[config.mk]
export PLATFORM = sky130hd
export DESIGN_NAME = imem_prefetch_buffer_flat
export DESIGN_NICKNAME = d
export VERILOG_FILES = /design/src/rtl/imem_prefetch_buffer_pkg.sv /design/src/rtl/imem_prefetch_buffer_if.sv /design/src/rtl/imem_prefetch_buffer_fifo.sv /design/src/rtl/imem_prefetch_buffer.sv /design/src/flat_wrapper.sv
export SDC_FILE = /design/constraint.sdc
export NUM_CORES = 1
export LEC_CHECK = 0
export CAP_MARGIN = 20
export CORE_ASPECT_RATIO = 1.25
export CORE_MARGIN = 2
export CORE_UTILIZATION = 42
export CTS_CLUSTER_DIAMETER = 80
export CTS_CLUSTER_SIZE = 8
export DETAILED_ROUTE_END_ITERATION = 8
export GPL_TIMING_DRIVEN = 0
export HOLD_SLACK_MARGIN = 0.02
export PLACE_DENSITY_LB_ADDON = 0.15
export SYNTH_ARGS = -nofsm -noshare
export SYNTH_HDL_FRONTEND = slang
export SYNTH_SLANG_ARGS = --single-unit
[constraint.sdc]
create_clock -name clk -period 3.86 [get_ports clk]
set_input_delay 0.772 -clock clk [delete_from_list [all_inputs] [get_ports clk]]
set_output_delay 0.772 -clock clk [all_outputs]
set_load 0.05 [all_outputs]
[src/rtl/imem_prefetch_buffer_pkg.sv]
// Shared types and constants for the instruction prefetch buffer.
//   PC_W        : address / instruction width
//   WORD_BYTES  : sequential fetch stride
//   pf_state_e  : RUN (normal prefetch) / DISCARD (draining an abandoned read)
//   pf_entry_t  : one queued {pc, instr} pair
package prefetch_pkg;
  localparam int PC_W       = 32;
  localparam int WORD_BYTES = 4;
  localparam int ENTRY_W    = 2 * PC_W;

  typedef enum logic {RUN, DISCARD} pf_state_e;

  typedef struct packed {
    logic [PC_W-1:0] pc;
    logic [PC_W-1:0] instr;
  } pf_entry_t;

  function automatic logic [PC_W-1:0] word_align(input logic [PC_W-1:0] a);
    return {a[PC_W-1:2], 2'b00};
  endfunction
endpackage

[src/rtl/imem_prefetch_buffer_if.sv]
// Bundles the prefetcher's decode-side and memory-side handshakes.
//   master : the prefetcher (drives fetch_* and mem_req/mem_addr)
//   slave  : the environment (decode redirect, fetch_ready, memory response)
interface imem_prefetch_buffer_if;
  import prefetch_pkg::*;

  logic            redirect;
  logic [PC_W-1:0] redirect_pc;
  logic            fetch_ready;
  logic            fetch_valid;
  logic [PC_W-1:0] fetch_pc;
  logic [PC_W-1:0] fetch_instr;
  logic            mem_req;
  logic [PC_W-1:0] mem_addr;
  logic            mem_ack;
  logic [PC_W-1:0] mem_rdata;

  modport master (
    input  redirect, redirect_pc, fetch_ready, mem_ack, mem_rdata,
    output fetch_valid, fetch_pc, fetch_instr, mem_req, mem_addr
  );

  modport slave (
    output redirect, redirect_pc, fetch_ready, mem_ack, mem_rdata,
    input  fetch_valid, fetch_pc, fetch_instr, mem_req, mem_addr
  );
endinterface

[src/rtl/imem_prefetch_buffer_fifo.sv]
// Small synchronous FIFO for prefetched {pc, instr} entries.
//   clk, rst : clock, synchronous active-high reset
//   push     : write wdata (ignored when full unless popping the same cycle)
//   pop      : drop the head (ignored when empty)
//   clear    : empty the queue; wins over push/pop
//   head     : current head entry, zero when empty
//   count    : occupancy 0..DEPTH
// DEPTH must be a power of two so the pointers wrap for free.
module prefetch_fifo #(
  parameter int DEPTH = 4,
  parameter int WIDTH = 64
) (
  input  logic                       clk,
  input  logic                       rst,
  input  logic                       push,
  input  logic                       pop,
  input  logic                       clear,
  input  logic [WIDTH-1:0]           wdata,
  output logic [WIDTH-1:0]           head,
  output logic [$clog2(DEPTH+1)-1:0] count
);
  localparam int PW = $clog2(DEPTH);
  localparam int CW = $clog2(DEPTH+1);

  logic [PW-1:0]    wr_ptr_q, wr_ptr_d, rd_ptr_q, rd_ptr_d;
  logic [CW-1:0]    count_q, count_d;
  logic [WIDTH-1:0] mem_q [DEPTH];
  logic             do_push, do_pop;

  assign do_pop  = pop && (count_q != '0);
  assign do_push = push && ((count_q < CW'(DEPTH)) || do_pop);

  always_comb begin
    wr_ptr_d = wr_ptr_q;
    rd_ptr_d = rd_ptr_q;
    count_d  = count_q;
    if (clear) begin
      wr_ptr_d = '0;
      rd_ptr_d = '0;
      count_d  = '0;
    end else begin
      if (do_push) wr_ptr_d = wr_ptr_q + 1'b1;
      if (do_pop)  rd_ptr_d = rd_ptr_q + 1'b1;
      case ({do_push, do_pop})
        2'b10:   count_d = count_q + 1'b1;
        2'b01:   count_d = count_q - 1'b1;
        default: count_d = count_q;
      endcase
    end
  end

  always_ff @(posedge clk) begin
    if (rst) begin
      wr_ptr_q <= '0;
      rd_ptr_q <= '0;
      count_q  <= '0;
    end else begin
      wr_ptr_q <= wr_ptr_d;
      rd_ptr_q <= rd_ptr_d;
      count_q  <= count_d;
    end
  end

  // Storage needs no reset: the head is masked whenever the queue is empty.
  always_ff @(posedge clk) begin
    if (do_push && !clear) mem_q[wr_ptr_q] <= wdata;
  end

  assign head  = (count_q != '0) ? mem_q[rd_ptr_q] : '0;
  assign count = count_q;
endmodule

[src/rtl/imem_prefetch_buffer.sv]
// Sequential instruction prefetcher feeding the fetch stage.
//   clk, rst : clock, synchronous active-high reset
//   bus      : imem_prefetch_buffer_if.master
//              - decode side: redirect/redirect_pc in, fetch_ready in,
//                fetch_valid/fetch_pc/fetch_instr out (queue head)
//              - memory side: mem_req/mem_addr out, mem_ack/mem_rdata in
// One read is outstanding at a time. A redirect that lands while a read is
// pending cannot cancel it on the bus, so the read is parked in DISCARD and
// its data thrown away when it returns.
module imem_prefetch_buffer
  import prefetch_pkg::*;
#(
  parameter int              DEPTH    = 4,
  parameter logic [PC_W-1:0] RESET_PC = 32'h0000_0000
) (
  input logic                  clk,
  input logic                  rst,
  imem_prefetch_buffer_if.master bus
);
  localparam int CW = $clog2(DEPTH+1);

  pf_state_e       state_q, state_d;
  logic [PC_W-1:0] fetch_addr_q, fetch_addr_d;
  logic [PC_W-1:0] discard_addr_q, discard_addr_d;

  logic [CW-1:0] count;
  pf_entry_t     head, wentry;
  logic          run, full, push, pop, in_flight;

  assign run  = (state_q == RUN);
  assign full = (count == CW'(DEPTH));

  // Full can only be reached through a push, so while a read waits the
  // request stays up and the address stays put.
  assign bus.mem_req  = !rst && (!run || !full);
  assign bus.mem_addr = run ? fetch_addr_q : discard_addr_q;
  assign in_flight    = bus.mem_req && !bus.mem_ack;

  assign bus.fetch_valid = !rst && (count != '0);
  assign bus.fetch_pc    = bus.fetch_valid ? head.pc    : '0;
  assign bus.fetch_instr = bus.fetch_valid ? head.instr : '0;

  // Redirect outranks both queue operations.
  assign pop  = bus.fetch_valid && bus.fetch_ready && !bus.redirect;
  assign push = run && bus.mem_req && bus.mem_ack && !bus.redirect;

  assign wentry = '{pc: fetch_addr_q, instr: bus.mem_rdata};

  always_comb begin
    state_d        = state_q;
    fetch_addr_d   = fetch_addr_q;
    discard_addr_d = discard_addr_q;
    case (state_q)
      RUN: begin
        if (bus.redirect) begin
          fetch_addr_d = word_align(bus.redirect_pc);
          if (in_flight) begin
            discard_addr_d = fetch_addr_q;
            state_d        = DISCARD;
          end
        end else if (push) begin
          fetch_addr_d = fetch_addr_q + PC_W'(WORD_BYTES);
        end
      end
      DISCARD: begin
        if (bus.redirect) fetch_addr_d = word_align(bus.redirect_pc);
        if (bus.mem_ack)  state_d      = RUN;
      end
      default: state_d = RUN;
    endcase
  end

  always_ff @(posedge clk) begin
    if (rst) begin
      state_q        <= RUN;
      fetch_addr_q   <= RESET_PC;
      discard_addr_q <= '0;
    end else begin
      state_q        <= state_d;
      fetch_addr_q   <= fetch_addr_d;
      discard_addr_q <= discard_addr_d;
    end
  end

  prefetch_fifo #(.DEPTH(DEPTH), .WIDTH(ENTRY_W)) u_fifo (
    .clk   (clk),
    .rst   (rst),
    .push  (push),
    .pop   (pop),
    .clear (bus.redirect),
    .wdata (wentry),
    .head  (head),
    .count (count)
  );
endmodule

[src/flat_wrapper.sv]
// flat-port wrapper written by rule: the top's interface ports become plain ports
module imem_prefetch_buffer_flat import prefetch_pkg::*;
#(
  parameter int              DEPTH    = 4,
  parameter logic [PC_W-1:0] RESET_PC = 32'h0000_0000
)
  (clk, rst, bus_redirect, bus_redirect_pc, bus_fetch_ready, bus_mem_ack, bus_mem_rdata, bus_fetch_valid, bus_fetch_pc, bus_fetch_instr, bus_mem_req, bus_mem_addr);
  imem_prefetch_buffer_if bus_i ();
  input logic clk;
  input logic rst;
  input wire logic [$bits(bus_i.redirect)-1:0] bus_redirect;
  input wire logic [$bits(bus_i.redirect_pc)-1:0] bus_redirect_pc;
  input wire logic [$bits(bus_i.fetch_ready)-1:0] bus_fetch_ready;
  input wire logic [$bits(bus_i.mem_ack)-1:0] bus_mem_ack;
  input wire logic [$bits(bus_i.mem_rdata)-1:0] bus_mem_rdata;
  output wire logic [$bits(bus_i.fetch_valid)-1:0] bus_fetch_valid;
  output wire logic [$bits(bus_i.fetch_pc)-1:0] bus_fetch_pc;
  output wire logic [$bits(bus_i.fetch_instr)-1:0] bus_fetch_instr;
  output wire logic [$bits(bus_i.mem_req)-1:0] bus_mem_req;
  output wire logic [$bits(bus_i.mem_addr)-1:0] bus_mem_addr;
  assign bus_i.redirect = bus_redirect;
  assign bus_i.redirect_pc = bus_redirect_pc;
  assign bus_i.fetch_ready = bus_fetch_ready;
  assign bus_i.mem_ack = bus_mem_ack;
  assign bus_i.mem_rdata = bus_mem_rdata;
  assign bus_fetch_valid = bus_i.fetch_valid;
  assign bus_fetch_pc = bus_i.fetch_pc;
  assign bus_fetch_instr = bus_i.fetch_instr;
  assign bus_mem_req = bus_i.mem_req;
  assign bus_mem_addr = bus_i.mem_addr;
  imem_prefetch_buffer #(.DEPTH(DEPTH), .RESET_PC(RESET_PC)) u_core (.clk(clk), .rst(rst), .bus(bus_i));
endmodule
* Yosys cells after proc, flatten, opt, wreduce, memory -nomap -nowiden
Memories as Yosys holds them, arrays and structs flattened. A register that Yosys moved wholly into a read port is not among the register bits.
Cells that the tools add are included.
** Word-level totals
- Logic and storage cells :: 58
- Bits of input ports :: 69
- Bits in writable memories :: 256
- Memories :: 1
- Output and inout bits :: 98
- Flip-flop bits (word level) :: 72
** Memories
- u_core.u_fifo.mem_q :: words 4, bits a word 64, rd ports 1, clocked after Yosys merged registers in 1, write ports 1, RTL line imem_prefetch_buffer_fifo.sv:27 : logic [WIDTH-1:0] mem_q [DEPTH];
** Operators by class
- Equality and inequality tests :: 5
- Add/subtract/negate cells :: 5
- Order comparisons :: 1
- Bitwise gates (word level) :: 1
- Reduce and logical (&&, ||, !) cells :: 22
- Muxes and demuxes :: 17
** Operators with widths (number)
- $mux W32 :: 6
- $mux W64 :: 1
- $pmux W32 S2 :: 1
- $add A32 B3 Y32 const B :: 1
- $logic_and A1 B1 Y1 :: 11
- $pmux W3 S2 :: 1
- $mux W1 :: 5
- $add A2 B1 Y2 const B :: 2
- $logic_not A1 Y1 :: 4
- $mux W2 :: 2
- $add A3 B1 Y3 const B :: 1
- $eq A3 B3 Y1 const B :: 1
- $lt A3 B3 Y1 const B :: 1
- $ne A3 B3 Y1 const B :: 1
- $reduce_and A3 Y1 :: 1
- $reduce_bool A3 Y1 :: 1
- $sub A3 B1 Y3 const B :: 1
- $eq A2 B1 Y1 const B :: 1
- $eq A2 B2 Y1 const B :: 1
- $logic_or A1 B1 Y1 :: 2
- $ne A2 B2 Y1 const B :: 1
- $pmux W1 S2 :: 1
- $reduce_and A2 Y1 :: 1
- $reduce_bool A2 Y1 :: 1
- 2 further kinds :: 2

* Longest topological paths before layout
- Depth after elaboration :: 11
- Gate-level depth with buffers :: 9
- Gate-level depth less buffers :: 9

* Cells and area by module
A second synthesis with hierarchy kept.
** Second synthesis, totals
- Cells, all modules :: 968
- Area, all modules :: 13967.1 µm²
** Modules (own cells, without submodules)
- prefetch_fifo :: area each 10156.0 µm², times used 1, sequential area each 7867.5 µm², cells each 459
- imem_prefetch_buffer :: area each 3811.2 µm², times used 1, sequential area each 1221.2 µm², cells each 509

* Worst setup path after synthesis
No wires, ideal clock.
- Path type :: input to register
- From :: in bus_redirect
- To :: mem u_core.u_fifo.mem_q[1][0] (enable)
- Cell stages on the path :: 3
- Library setup time :: 0.426 ns
- Setup slack :: 0.237 ns
- Data required time :: 3.434 ns
- Arrival time :: 3.196 ns
- Path through :: or4b_1 nor3_2 and2_1
** On the way
- Longest elaborated chain between the ends :: 8
** RTL lines
- start, declared :: RTL line flat_wrapper.sv:11 : input wire logic [$bits(bus_i.redirect)-1:0] bus_redirect;
- $logic_not A1 Y1 (*) :: RTL line imem_prefetch_buffer_fifo.sv:66, imem_prefetch_buffer.sv:44, imem_prefetch_buffer.sv:45
- $logic_and A1 B1 Y1 :: RTL line imem_prefetch_buffer.sv:44 : assign pop = bus.fetch_valid && bus.fetch_ready && !bus.redirect;
- $logic_and A1 B1 Y1 :: RTL line imem_prefetch_buffer_fifo.sv:30 : assign do_pop = pop && (count_q != '0);
- $logic_or A1 B1 Y1 :: RTL line imem_prefetch_buffer_fifo.sv:31 : assign do_push = push && ((count_q < CW'(DEPTH)) || do_pop);
- $logic_and A1 B1 Y1 :: RTL line imem_prefetch_buffer_fifo.sv:31
- $logic_and A1 B1 Y1 (*) :: RTL line imem_prefetch_buffer_fifo.sv:66 : if (do_push && !clear) mem_q[wr_ptr_q] <= wdata;
- $mux W1 (*) :: RTL line imem_prefetch_buffer_fifo.sv:66
- $mux W1 (not written as such) (*) :: RTL line imem_prefetch_buffer_fifo.sv:66
- end, declared :: RTL line imem_prefetch_buffer_fifo.sv:27
Mark *: on every way between the ends. The rest lies on a longest branch, timed or not.

* Worst setup path after layout
- From :: in rst
- To :: out bus_fetch_instr[0]
** On the way
- Longest elaborated chain between the ends :: 3
** RTL lines
- start, declared :: RTL line flat_wrapper.sv:10 : input logic rst;
- $logic_not A1 Y1 :: RTL line imem_prefetch_buffer.sv:39 : assign bus.fetch_valid = !rst && (count != '0);
- $logic_and A1 B1 Y1 :: RTL line imem_prefetch_buffer.sv:39
- $mux W32 :: RTL line imem_prefetch_buffer.sv:41 : assign bus.fetch_instr = bus.fetch_valid ? head.instr : '0;
- end, declared :: RTL line flat_wrapper.sv:18 : output wire logic [$bits(bus_i.fetch_instr)-1:0] bus_fetch_instr;
No other way between the ends.

==> flow_metrics.tcl <==
set metrics [dict create \
    status "finished, final reports clean" \
    die_h_um 205 \
    r2r_slack_ns 1.19 \
    die_area_um2 33800 \
    synth_cell_type_count 78 \
    grt_overflow 0 \
    utilization_pct 54.0 \
    hold_violations 0 \
    path_class "input pin to primary output" \
    p_leak_nw 6.19 \
    routed_wl_mm 34.1 \
    slowest_delay_ns 0.70 \
    fin_crit_sh_pct 98.1 \
    numPlacedInstances 1514 \
    grt_setup_unrepaired "false" \
    antenna_cells 0 \
    whs_ns 0.454 \
    die_x_um 165 \
    synth-edff-count 248 \
    syn_inst 935 \
    fin_skew_ns 0.0147 \
    grt_usage_pct 20.5 \
    cts_buffers 45 \
    cts_hold_buf 0 \
    hpwl_mm 22.8 \
    start_util_pct 42.6 \
    synth_seq_cells 318 \
    synth_top_area_share_pct 54.8 \
    yosysSeqAreaShare_pct 65.1 \
    clock-sinks 318 \
    synth_ff_type "edfxtp_1" \
    h-tree-depth 2 \
    max-cap-violations 0 \
    power.total_w 0.00793 \
    drive_gt1_share_pct 16.9 \
    ys_top_cells_by_area "edfxtp_1 55%, dfxtp_1 10%, mux4_2 10%" \
    viasPerCell 5.55 \
    cp_common_cell "clkdlybuf4s50_1" \
    slew_viol_final 0 \
    io_pins 167 \
    critical-path-top-delay-family "buffers and inverters" \
    synth.avg_cell_area_um2 14.5 \
    min_period_ns 3.79 \
    stdcell_count 1593 \
    cts.clk_slew.worst_paths_ns 0.05 \
    clockBufferDepth 3 \
    ys_warn_count 0 \
    initialDrtViolationCount 752 \
    crit_buf_inv 4 \
    arrival_ns 3.02 \
    setup_viol 0 \
    wire_per_inst_um 21.4 \
    place_congestion 0.914 \
    slowest_stage "clkdlybuf4s50_1" \
    worstSetupStartpointType "input pin" \
    end_kind "primary output" \
    vias 8847 \
    path_cells "clkdlybuf4s50_1 -> clkinv_2 -> clkbuf_2 -> and3_1 -> clkdlybuf4s50_1" \
    tightest_slew_ns 0.936 \
    max_freq_mhz 264 \
    clk-insertion-delay-late_ns 0.53 \
    core_um2 31900 \
    yosysTopAreaCell "edfxtp_1" \
    cts_tree "done" \
    nFillCells 2699 \
    cp_max_fo 10 \
    port_buffers 160 \
    min_path_type "flip-flop to flip-flop" \
    area_growth_syn_to_layout_pct 26.6 \
    grt_pass1_vias 9047 \
    ant_nets 0 \
    drcViolationCount 0 \
    root_buffer "clkbuf_16" \
    ys_async_sr_fraction_pct 0 \
    syn-cell-area_um2 13600 \
    required_ns 3.09 \
    maxSlewHeadroom_pct 37.1 \
    powerDensity_nw_per_um2 461 \
    antenna_found_initial 0 \
    grt_max_degree 47 \
    peakVddDrop_mv 0.254 \
    drt_pass1_iterations 5 \
    grt_pass1_wl_mm 52.1 \
    row_count 73 \
    cts_setup_buffers 0 \
    nNetsFinal 1223 \
]
==> tightest hold or removal path, cell delays in order (launching register included) <==
cell and delay [ns]:
dfxtp_1 0.30, nand2_1 0.05, a21oi_1 0.05
==> sequential cells by signal, indices dropped and copies added, names as in the netlist, named ones only <==
register                flops
u_core.fetch_addr_q        30
u_core.u_fifo.count         3
u_core.state_q              1
u_core.u_fifo.wr_ptr_q      2
u_core.u_fifo.mem_q       248
u_core.u_fifo.rd_ptr_q      2
u_core.discard_addr_q      30
==> cells in the final DEF, fill, tap and decap left out, types with 8 or more instances in the layout <==
master and instances:
nand2_1 98, clkbuf_16 45, dlymetal6s2s_1 23, dfxtp_1 69
nor4_1 8, clkdlybuf4s50_1 132, inv_1 15, clkbuf_2 13
and3_1 66, nand3_1 10, mux2_2 25, o21ai_0 21
mux4_2 62, nand4_1 8, edfxtp_1 248, nor2_1 24
buf_4 9, clkbuf_1 67, nor3_1 14, o211ai_1 11
a21oi_1 51
==> final timing paths <==
check | from | endpoint | cells after the start
worst max register to register | u_core.u_fifo.count[2] | u_core.u_fifo.count[2] | 9
worst min register to register | u_core.discard_addr_q[6] | u_core.discard_addr_q[6] | 2
worst min-delay path | u_core.discard_addr_q[6] | u_core.discard_addr_q[6] | 2
worst max-delay path | rst | bus_fetch_instr[0] | 5
==> cell usage after synthesis (14+ instances only) <==
master	number
edfxtp_1	248
o21ai_0	21
inv_1	15
clkbuf_1	50
nand2_1	98
nor2_1	24
and3_1	66
mux4_2	62
a21oi_1	51
nor3_1	14
mux2_2	25
dfxtp_1	70
==> per-stage QoR <==
step / instance area, um2 / setup WS [ns] / setup TNS (ns)
6_report: 17200 / 0.0725 / 0
5_1_grt: 17200 / 0.00264 / 0
4_1_cts: 17100 / 0.00525 / 0
3_5_place_dp: 15800 / -0.704 / -8.84
3_3_place_gp: 15700 / -1.68 / -411.58
2_1_floorplan: 13600 / 0.237 / 0
==> cell families (layout without fill, tap and decap cells) <==
kind of cell             count (synthesis)  in the layout  synth area share [%]
AO/OA/AOI/OAI                          140            140                  6.82
XOR/XNOR                                 6              6                 0.387
adder cells (fa/ha/maj)                  7              7                 0.700
buffers and inverters                   93            336                  3.29
flip-flops                             318            318                  65.1
multiplexers                            89             89                  12.5
other                                    1              4                0.0276
AND/OR/NAND/NOR                        281            281                  11.2
==> power breakdown <==
part | internal [W] | switching [W]
Combinational | 0.000217 | 0.000338
Clock | 0.00219 | 0.00135
Sequential | 0.00376 | 0.0000766
Total | 0.00617 | 0.00176
==> layout make-up <==
| cell class | count | area [um2] | area share, % |
|---|---|---|---|
| plain buffers | 73 | 402 | 2.34 |
| clock buffers | 79 | 1260 | 7.35 |
| clock inverters | 2 | 17.5 | 0.102 |
| inverters | 17 | 65.1 | 0.378 |
| multi-input cells | 527 | 4310 | 25.1 |
| flip-flops and latches | 318 | 8850 | 51.5 |
| well taps | 412 | 515 | 3.00 |
| repair buffers | 165 | 1770 | 10.3 |
==> metal layers <==
layer  vias up  GRT usage (%)  wire length (um)
li1       4080              -                 -
met1      4339           26.8             14400
met2       352           33.8             16500
met3        76           3.60              1960
met4         0           8.39              1160
met5         -              0                 0
==> timing repair <==
item | in CTS | in global routing
gates resized for setup | 24 | 28
hold endpoints to repair | 0 | 0
endpoints found under the setup margin | 69 | 39
(Power assumes the default switching activity.)
